`config.mk`:
```
export PLATFORM = sky130hd
export DESIGN_NAME = tri_raster_scan
export DESIGN_NICKNAME = d
export VERILOG_FILES = /design/src/rtl/tri_raster_pkg.sv /design/src/rtl/tri_edge_eval.sv /design/src/rtl/tri_raster_scan.sv
export SDC_FILE = /design/constraint.sdc
export NUM_CORES = 2
export LEC_CHECK = 0
export CORE_ASPECT_RATIO = 1.75
export CORE_MARGIN = 2
export CORE_UTILIZATION = 44
export CTS_CLUSTER_SIZE = 28
export DETAILED_ROUTE_END_ITERATION = 12
export GPL_TIMING_DRIVEN = 0
export PLACE_DENSITY = 0.65
export SYNTH_ARGS = -nofsm -noshare
export SYNTH_HDL_FRONTEND = slang
export SYNTH_SLANG_ARGS = --single-unit
```
`constraint.sdc`:
```
create_clock -name clk -period 19.7 [get_ports clk]
set_input_delay 4.925 -clock clk [delete_from_list [all_inputs] [get_ports clk]]
set_output_delay 4.925 -clock clk [all_outputs]
set_load 0.03 [all_outputs]
```
`src/rtl/tri_raster_pkg.sv`:
```
// Shared widths, FSM state type, point type and arithmetic helpers for the
// triangle scan-conversion front end.
package tri_raster_pkg;

  localparam int COORD_W = 12;
  localparam int EDGE_W  = 27;
  localparam int DIFF_W  = COORD_W + 1;
  localparam int PROD_W  = 2 * DIFF_W;

  typedef enum logic [2:0] {
    IDLE,
    SETUP,
    SCAN,
    DRAIN,
    DONE
  } state_t;

  typedef struct packed {
    logic [COORD_W-1:0] x;
    logic [COORD_W-1:0] y;
  } point_t;

  function automatic logic [COORD_W-1:0] min3(input logic [COORD_W-1:0] a,
                                              input logic [COORD_W-1:0] b,
                                              input logic [COORD_W-1:0] c);
    logic [COORD_W-1:0] m;
    m = (a < b) ? a : b;
    return (c < m) ? c : m;
  endfunction

  function automatic logic [COORD_W-1:0] max3(input logic [COORD_W-1:0] a,
                                              input logic [COORD_W-1:0] b,
                                              input logic [COORD_W-1:0] c);
    logic [COORD_W-1:0] m;
    m = (a > b) ? a : b;
    return (c > m) ? c : m;
  endfunction

  // E(a,b,p) = (px-bx)(ay-by) - (ax-bx)(py-by), kept at full precision.
  function automatic logic signed [EDGE_W-1:0] edge_fn(input point_t a,
                                                       input point_t b,
                                                       input point_t p);
    logic signed [DIFF_W-1:0] dpx;
    logic signed [DIFF_W-1:0] day;
    logic signed [DIFF_W-1:0] dax;
    logic signed [DIFF_W-1:0] dpy;
    logic signed [PROD_W-1:0] m0;
    logic signed [PROD_W-1:0] m1;
    dpx = $signed({1'b0, p.x}) - $signed({1'b0, b.x});
    day = $signed({1'b0, a.y}) - $signed({1'b0, b.y});
    dax = $signed({1'b0, a.x}) - $signed({1'b0, b.x});
    dpy = $signed({1'b0, p.y}) - $signed({1'b0, b.y});
    m0  = PROD_W'(dpx) * PROD_W'(day);
    m1  = PROD_W'(dax) * PROD_W'(dpy);
    return $signed({m0[PROD_W-1], m0}) - $signed({m1[PROD_W-1], m1});
  endfunction

endpackage

```
`src/rtl/tri_edge_eval.sv`:
```
// Combinational coverage test of one point against the three triangle edges
// (v1,v2), (v2,v3), (v3,v1); covered when every edge function is >= 0.
module tri_edge_eval
  import tri_raster_pkg::*;
(
  input  logic [COORD_W-1:0] i_v1x,
  input  logic [COORD_W-1:0] i_v1y,
  input  logic [COORD_W-1:0] i_v2x,
  input  logic [COORD_W-1:0] i_v2y,
  input  logic [COORD_W-1:0] i_v3x,
  input  logic [COORD_W-1:0] i_v3y,
  input  logic [COORD_W-1:0] i_px,
  input  logic [COORD_W-1:0] i_py,
  output logic               o_covered
);

  point_t                   w_vtx [3];
  point_t                   w_pt;
  logic signed [EDGE_W-1:0] w_edge [3];
  logic [2:0]               w_inside;

  assign w_vtx[0] = '{x: i_v1x, y: i_v1y};
  assign w_vtx[1] = '{x: i_v2x, y: i_v2y};
  assign w_vtx[2] = '{x: i_v3x, y: i_v3y};
  assign w_pt     = '{x: i_px,  y: i_py};

  for (genvar gi = 0; gi < 3; gi++) begin : g_edge
    assign w_edge[gi]   = edge_fn(w_vtx[gi], w_vtx[(gi + 1) % 3], w_pt);
    assign w_inside[gi] = ~w_edge[gi][EDGE_W-1];
  end

  assign o_covered = &w_inside;

endmodule

```
`src/rtl/tri_raster_scan.sv`:
```
// Triangle scan conversion: latches a triangle, sweeps its bounding box in raster
// order and streams covered pixels. Define TRI_RASTER_CLAMP_EN to clamp the box
// to SCREEN_W x SCREEN_H (otherwise the full 12-bit box is scanned).
module tri_raster_scan
  import tri_raster_pkg::*;
#(
  parameter int SCREEN_W = 640,
  parameter int SCREEN_H = 480
) (
  input  logic               clk,
  input  logic               rst_n,
  input  logic               tri_valid,
  output logic               tri_ready,
  input  logic [COORD_W-1:0] v1x,
  input  logic [COORD_W-1:0] v1y,
  input  logic [COORD_W-1:0] v2x,
  input  logic [COORD_W-1:0] v2y,
  input  logic [COORD_W-1:0] v3x,
  input  logic [COORD_W-1:0] v3y,
  output logic               pix_valid,
  input  logic               pix_ready,
  output logic [COORD_W-1:0] pix_x,
  output logic [COORD_W-1:0] pix_y,
  output logic               tri_done
);

`ifdef TRI_RASTER_CLAMP_EN
  localparam bit CLAMP_EN = 1'b1;
`else
  localparam bit CLAMP_EN = 1'b0;
`endif
  localparam logic [COORD_W-1:0] X_LIM = COORD_W'(SCREEN_W - 1);
  localparam logic [COORD_W-1:0] Y_LIM = COORD_W'(SCREEN_H - 1);

  state_t             r_state;
  point_t             r_vtx [3];
  logic [COORD_W-1:0] r_xmin;
  logic [COORD_W-1:0] r_xmax;
  logic [COORD_W-1:0] r_ymax;
  logic [COORD_W-1:0] r_x;
  logic [COORD_W-1:0] r_y;
  logic               r_pix_valid;
  logic [COORD_W-1:0] r_pix_x;
  logic [COORD_W-1:0] r_pix_y;

  point_t             w_in_vtx [3];
  logic [COORD_W-1:0] w_xmin;
  logic [COORD_W-1:0] w_ymin;
  logic [COORD_W-1:0] w_xmax_raw;
  logic [COORD_W-1:0] w_ymax_raw;
  logic [COORD_W-1:0] w_xmax;
  logic [COORD_W-1:0] w_ymax;
  logic               w_box_empty;
  logic               w_accept;
  logic               w_stall;
  logic               w_advance;
  logic               w_row_end;
  logic               w_last_pt;
  logic               w_covered;

  assign w_in_vtx[0] = '{x: v1x, y: v1y};
  assign w_in_vtx[1] = '{x: v2x, y: v2y};
  assign w_in_vtx[2] = '{x: v3x, y: v3y};

  assign w_accept  = tri_valid && (r_state == IDLE);
  assign w_stall   = r_pix_valid && !pix_ready;
  assign w_advance = (r_state == SCAN) && !w_stall;
  assign w_row_end = (r_x == r_xmax);
  assign w_last_pt = w_row_end && (r_y == r_ymax);

  // Bounding box from the latched vertices; only the max edges can leave the screen.
  assign w_xmin     = min3(r_vtx[0].x, r_vtx[1].x, r_vtx[2].x);
  assign w_ymin     = min3(r_vtx[0].y, r_vtx[1].y, r_vtx[2].y);
  assign w_xmax_raw = max3(r_vtx[0].x, r_vtx[1].x, r_vtx[2].x);
  assign w_ymax_raw = max3(r_vtx[0].y, r_vtx[1].y, r_vtx[2].y);
  assign w_xmax     = (CLAMP_EN && (w_xmax_raw > X_LIM)) ? X_LIM : w_xmax_raw;
  assign w_ymax     = (CLAMP_EN && (w_ymax_raw > Y_LIM)) ? Y_LIM : w_ymax_raw;
  assign w_box_empty = (w_xmin > w_xmax) || (w_ymin > w_ymax);

  tri_edge_eval u_edge_eval (
    .i_v1x     (r_vtx[0].x),
    .i_v1y     (r_vtx[0].y),
    .i_v2x     (r_vtx[1].x),
    .i_v2y     (r_vtx[1].y),
    .i_v3x     (r_vtx[2].x),
    .i_v3y     (r_vtx[2].y),
    .i_px      (r_x),
    .i_py      (r_y),
    .o_covered (w_covered)
  );

  always_ff @(posedge clk or negedge rst_n) begin
    if (!rst_n) begin
      r_state <= IDLE;
    end else begin
      case (r_state)
        IDLE:    if (w_accept) r_state <= SETUP;
        SETUP:   r_state <= w_box_empty ? DONE : SCAN;
        SCAN:    if (w_advance && w_last_pt) r_state <= DRAIN;
        DRAIN:   if (!r_pix_valid || pix_ready) r_state <= DONE;
        DONE:    r_state <= IDLE;
        default: r_state <= IDLE;
      endcase
    end
  end

  always_ff @(posedge clk or negedge rst_n) begin
    if (!rst_n) begin
      for (int i = 0; i < 3; i++) begin
        r_vtx[i] <= '0;
      end
    end else if (w_accept) begin
      for (int i = 0; i < 3; i++) begin
        r_vtx[i] <= w_in_vtx[i];
      end
    end
  end

  always_ff @(posedge clk or negedge rst_n) begin
    if (!rst_n) begin
      r_xmin <= '0;
      r_xmax <= '0;
      r_ymax <= '0;
      r_x    <= '0;
      r_y    <= '0;
    end else if (r_state == SETUP) begin
      r_xmin <= w_xmin;
      r_xmax <= w_xmax;
      r_ymax <= w_ymax;
      r_x    <= w_xmin;
      r_y    <= w_ymin;
    end else if (w_advance) begin
      if (w_row_end) begin
        r_x <= r_xmin;
        if (!w_last_pt) r_y <= r_y + COORD_W'(1);
      end else begin
        r_x <= r_x + COORD_W'(1);
      end
    end
  end

  // Output register: a new pixel may load in the same cycle the old one is taken.
  always_ff @(posedge clk or negedge rst_n) begin
    if (!rst_n) begin
      r_pix_valid <= 1'b0;
      r_pix_x     <= '0;
      r_pix_y     <= '0;
    end else if (w_advance) begin
      r_pix_valid <= w_covered;
      if (w_covered) begin
        r_pix_x <= r_x;
        r_pix_y <= r_y;
      end
    end else if ((r_state == DRAIN) && pix_ready) begin
      r_pix_valid <= 1'b0;
    end
  end

  assign tri_ready = (r_state == IDLE);
  assign tri_done  = (r_state == DONE);
  assign pix_valid = r_pix_valid;
  assign pix_x     = r_pix_x;
  assign pix_y     = r_pix_y;

endmodule
```
==> metrics.log <==
INFO  metric status = finished, violations left
INFO  metric violated_checks = max-capacitance violations, max-slew violations
INFO  metric netlist_top_cells_area = fa_1 (43%), ha_1 (13%), inv_1 (10%)
INFO  metric dominant_combinational_cell_family_by_area_after_synthesis = adder cells
INFO  metric post_cts_hold_buffer_count = 0
INFO  metric initial_core_util = 0.443
INFO  metric core_area = between 100000 and 150000 um^2
INFO  metric yosysMostFrequentCell = inv_1
INFO  metric synth_compound_gate_area_share = 0.0641
INFO  metric synth-simple-area-share = 0.127
INFO  metric cts-htree-levels = 4
INFO  metric routability_congestion_estimate = between 1 and 1.5
INFO  metric synth-warning-count = 0
INFO  metric final_worst_path_period_need = around 12 ns
INFO  metric yosys.area.top_type_share = 0.432
INFO  metric num_rows = 170
INFO  metric hold_violations = 0
INFO  metric route.met2.wl = roughly 94000 um
INFO  metric ant_nets = 0
INFO  metric cts_inserted_buffers = 17
INFO  metric gr-total-overflow = 0
INFO  metric worstPathRequired = roughly 20 ns
INFO  metric tritoncts = yes
INFO  metric drt-met1-wl = slightly below 60000 um
INFO  metric crit_slowest_cell = a2111oi_0
INFO  metric post_synth_fa_ha_maj_area_fraction = 0.561
INFO  metric io_buffers = 102
INFO  metric design.die.area = roughly 130000 um^2
INFO  metric maxUsedRoutingLayer = met5
INFO  metric criticalPathCategory = reg2reg
INFO  metric worstPathArrival = about 13 ns
INFO  metric post_cts_buffers = 0
INFO  metric fp.dieH = 469 um
INFO  metric timing.reg2reg.worst_path_depth = 37
INFO  metric clk_latency = ~0.46 ns
INFO  metric dieWidth = approximately 270 um
INFO  metric crit_path_max_incr_delay = just under 0.8 ns
INFO  metric synth_top_cell_by_area = fa_1
INFO  metric area_growth = 6.91%
INFO  metric cap_violations = 3
INFO  metric combined_area_of_all_synthesized_cells = between 50000 and 60000 um^2
INFO  metric num-nets-final = roughly 7900
INFO  metric largest_net_degree_at_the_start_of_global_routing = between 100 and 150
INFO  metric cts_max_path_buffers = 2
INFO  metric yosys-mux-area-fraction = 0.0233
INFO  metric routed_length_on_met3 = roughly 8900 um
INFO  metric syn-mean-instance-area = 9.11 um^2
INFO  metric routedWlPerCell = 23.2 um
INFO  metric fin_worst_skew = about 0.012 ns
INFO  metric number_of_enable_type_register_cells_in_the_synthesized_netlist = 0
INFO  metric fin_crit_sh = 0.634
INFO  metric first_global_vias = ~46000
INFO  metric finalSetupTns = 0 ns
INFO  metric critical_path.max_fanout = 10
INFO  metric layout_cells_sized_above_1 = 0.0255
INFO  metric synth_cells = 5973
INFO  metric maxClockFrequency = around 80 MHz
INFO  metric hold_path_depth = 2
INFO  metric pre_cts_ws = 7.41 ns
INFO  metric cts_repair_resize_count = 0
INFO  metric cpMostUsedCell = fa_1
INFO  metric drtPass1Iterations = 6
INFO  metric detail_route.vias_per_cell = about 5.4
INFO  metric synthArstFlopShare = 1.00
INFO  metric rsz0062_at_grt = false
INFO  metric slew_violations = 30
INFO  metric cts_num_sinks = 160
INFO  metric num_ports = between 100 and 150
INFO  metric post-route-worst-setup-slack = ~7.2 ns
INFO  metric drtIter0Drc = 2453
INFO  metric yosysUniqueCellTypes = 74
INFO  metric setup_viol = 0
INFO  metric grt_pass1_wl = approximately 270000 um
INFO  metric worstMarginPinSlew = 1.59 ns
INFO  metric ys_ff_latch = between 150 and 200
INFO  metric top_post_synthesis_cells_by_count = inv_1 (1466), fa_1 (1173), nand2_1 (604)
INFO  metric start_kind = flop
INFO  metric synth_xor_xnor_area_share = 0.0391
INFO  metric drcViolationCount = 0
INFO  metric initial_antenna_violation_count = 7
INFO  metric wl = around 180000 um
INFO  metric endpoint_kind = flop
INFO  metric postSynthNetCount = 7783
INFO  metric relSlewSlack = -0.0689
INFO  metric dp.final_hpwl = roughly 160000 um
INFO  metric groute.usage.overall = 0.292
INFO  metric root_buffer = clkbuf_16
INFO  metric worst_hold_path_type = reg2reg
INFO  metric via_count = ~42000
INFO  metric yosysSeqAreaShare = 0.0736
INFO  metric ys.flop_type = dfrtp_1
INFO  metric clk_pin_slew_worst_paths = about 0.070 ns
metrics by stage:
step | util | hold WS, ns | cells | instance area [um^2]
final | 0.474 | 0.487 | 7750 | 58200
after global placement | 0.468 | 0.462 | 7709 | 57500
after CTS | 0.474 | 0.487 | 7746 | 58100
after global routing | 0.474 | 0.520 | 7747 | 58200
after detailed placement | 0.469 | 0.472 | 7715 | 57600
after floorplan | - | 0.445 | 5973 | 54400
metal layers:
layer  global-route usage  up-vias
met5                    0        -
met3               0.0354      704
met2                0.542     1446
met4                0.256        8
li1                     -    18200
met1                0.286    21200
layout by cell type, fill, tap and decap left out, types with 32 or more instances in the layout:
cell	Yosys	final
mux2_2	47	47
fa_1	1173	1173
nor2b_1	87	87
nand3_1	32	32
clkdlybuf4s50_1	0	101
mux2i_1	45	45
nand2_1	604	604
inv_1	1466	1466
dfrtp_1	160	160
xnor2_1	168	167
clkbuf_1	141	141
ha_1	561	561
xor2_1	75	75
o21ai_0	183	183
nor3_1	39	39
nand4_1	32	32
nand2b_1	105	105
a21o_1	67	67
and2_1	78	78
nor2_1	505	504
a21oi_1	135	135
registers in the layout, indices dropped and copies added (netlist names):
| register | cells |
|---|---|
| pix_valid | 1 |
| r_state | 3 |
| r_vtx | 72 |
| r_x | 12 |
| r_xmax | 12 |
| r_y | 12 |
| r_xmin | 12 |
| pix_x | 12 |
| r_ymax | 12 |
| pix_y | 12 |
kinds of logic (layout without fill, tap and decap cells):
group           Yosys count  count (layout)
flops                   160             160
simple gates           1556            1556
compound gates          551             551
buf+inv                1618            1757
fa+ha+maj              1734            1734
other cells               0               4
xor+xnor                243             243
mux                     111             111
worst paths after layout:
check                                      startpoint                endpoint  slack [ns]
worst max-delay path               r_x[0]$_DFFE_PN0P_    pix_y[5]$_DFFE_PN0P_        7.21
worst min-delay path            r_xmin[0]$_DFFE_PN0P_   r_xmin[0]$_DFFE_PN0P_        0.49
worst max register to register     r_x[0]$_DFFE_PN0P_    pix_y[5]$_DFFE_PN0P_        7.21
worst min register to register  r_xmin[0]$_DFFE_PN0P_   r_xmin[0]$_DFFE_PN0P_        0.49
max in group asynchronous                       rst_n   r_vtx[44]$_DFFE_PN0P_       14.41
min in group asynchronous                       rst_n  r_state[0]$_DFFE_PN0P_        4.37
critical path: cells and delay by family, from the launching register on:
family                     cells  cell delay, ns
AOI/OAI and AO/OA             13            3.91
DFF                            1            0.51
xor gates and xnor gates       2            1.07
buffers and inverters          9            1.58
adders and majority gates     10            4.57
muxes                          1            0.31
and+or+nand+nor                2            0.34
cell type report:
type	count	area, um^2
Tap cell	1634	2040
Clock buffer	17	425
Buffer	150	593
Antenna cell	4	10.0
Inverter	1468	5510
Timing Repair Buffer	108	1100
Clock inverter	14	149
Sequential cell	160	4000
Fill cell	11900	64600
Multi-Input combinational cell	4195	44300
Power is left out: the tool's default activity adds up to more than one toggle a clock period on the data nets, which glitch-free logic cannot reach.
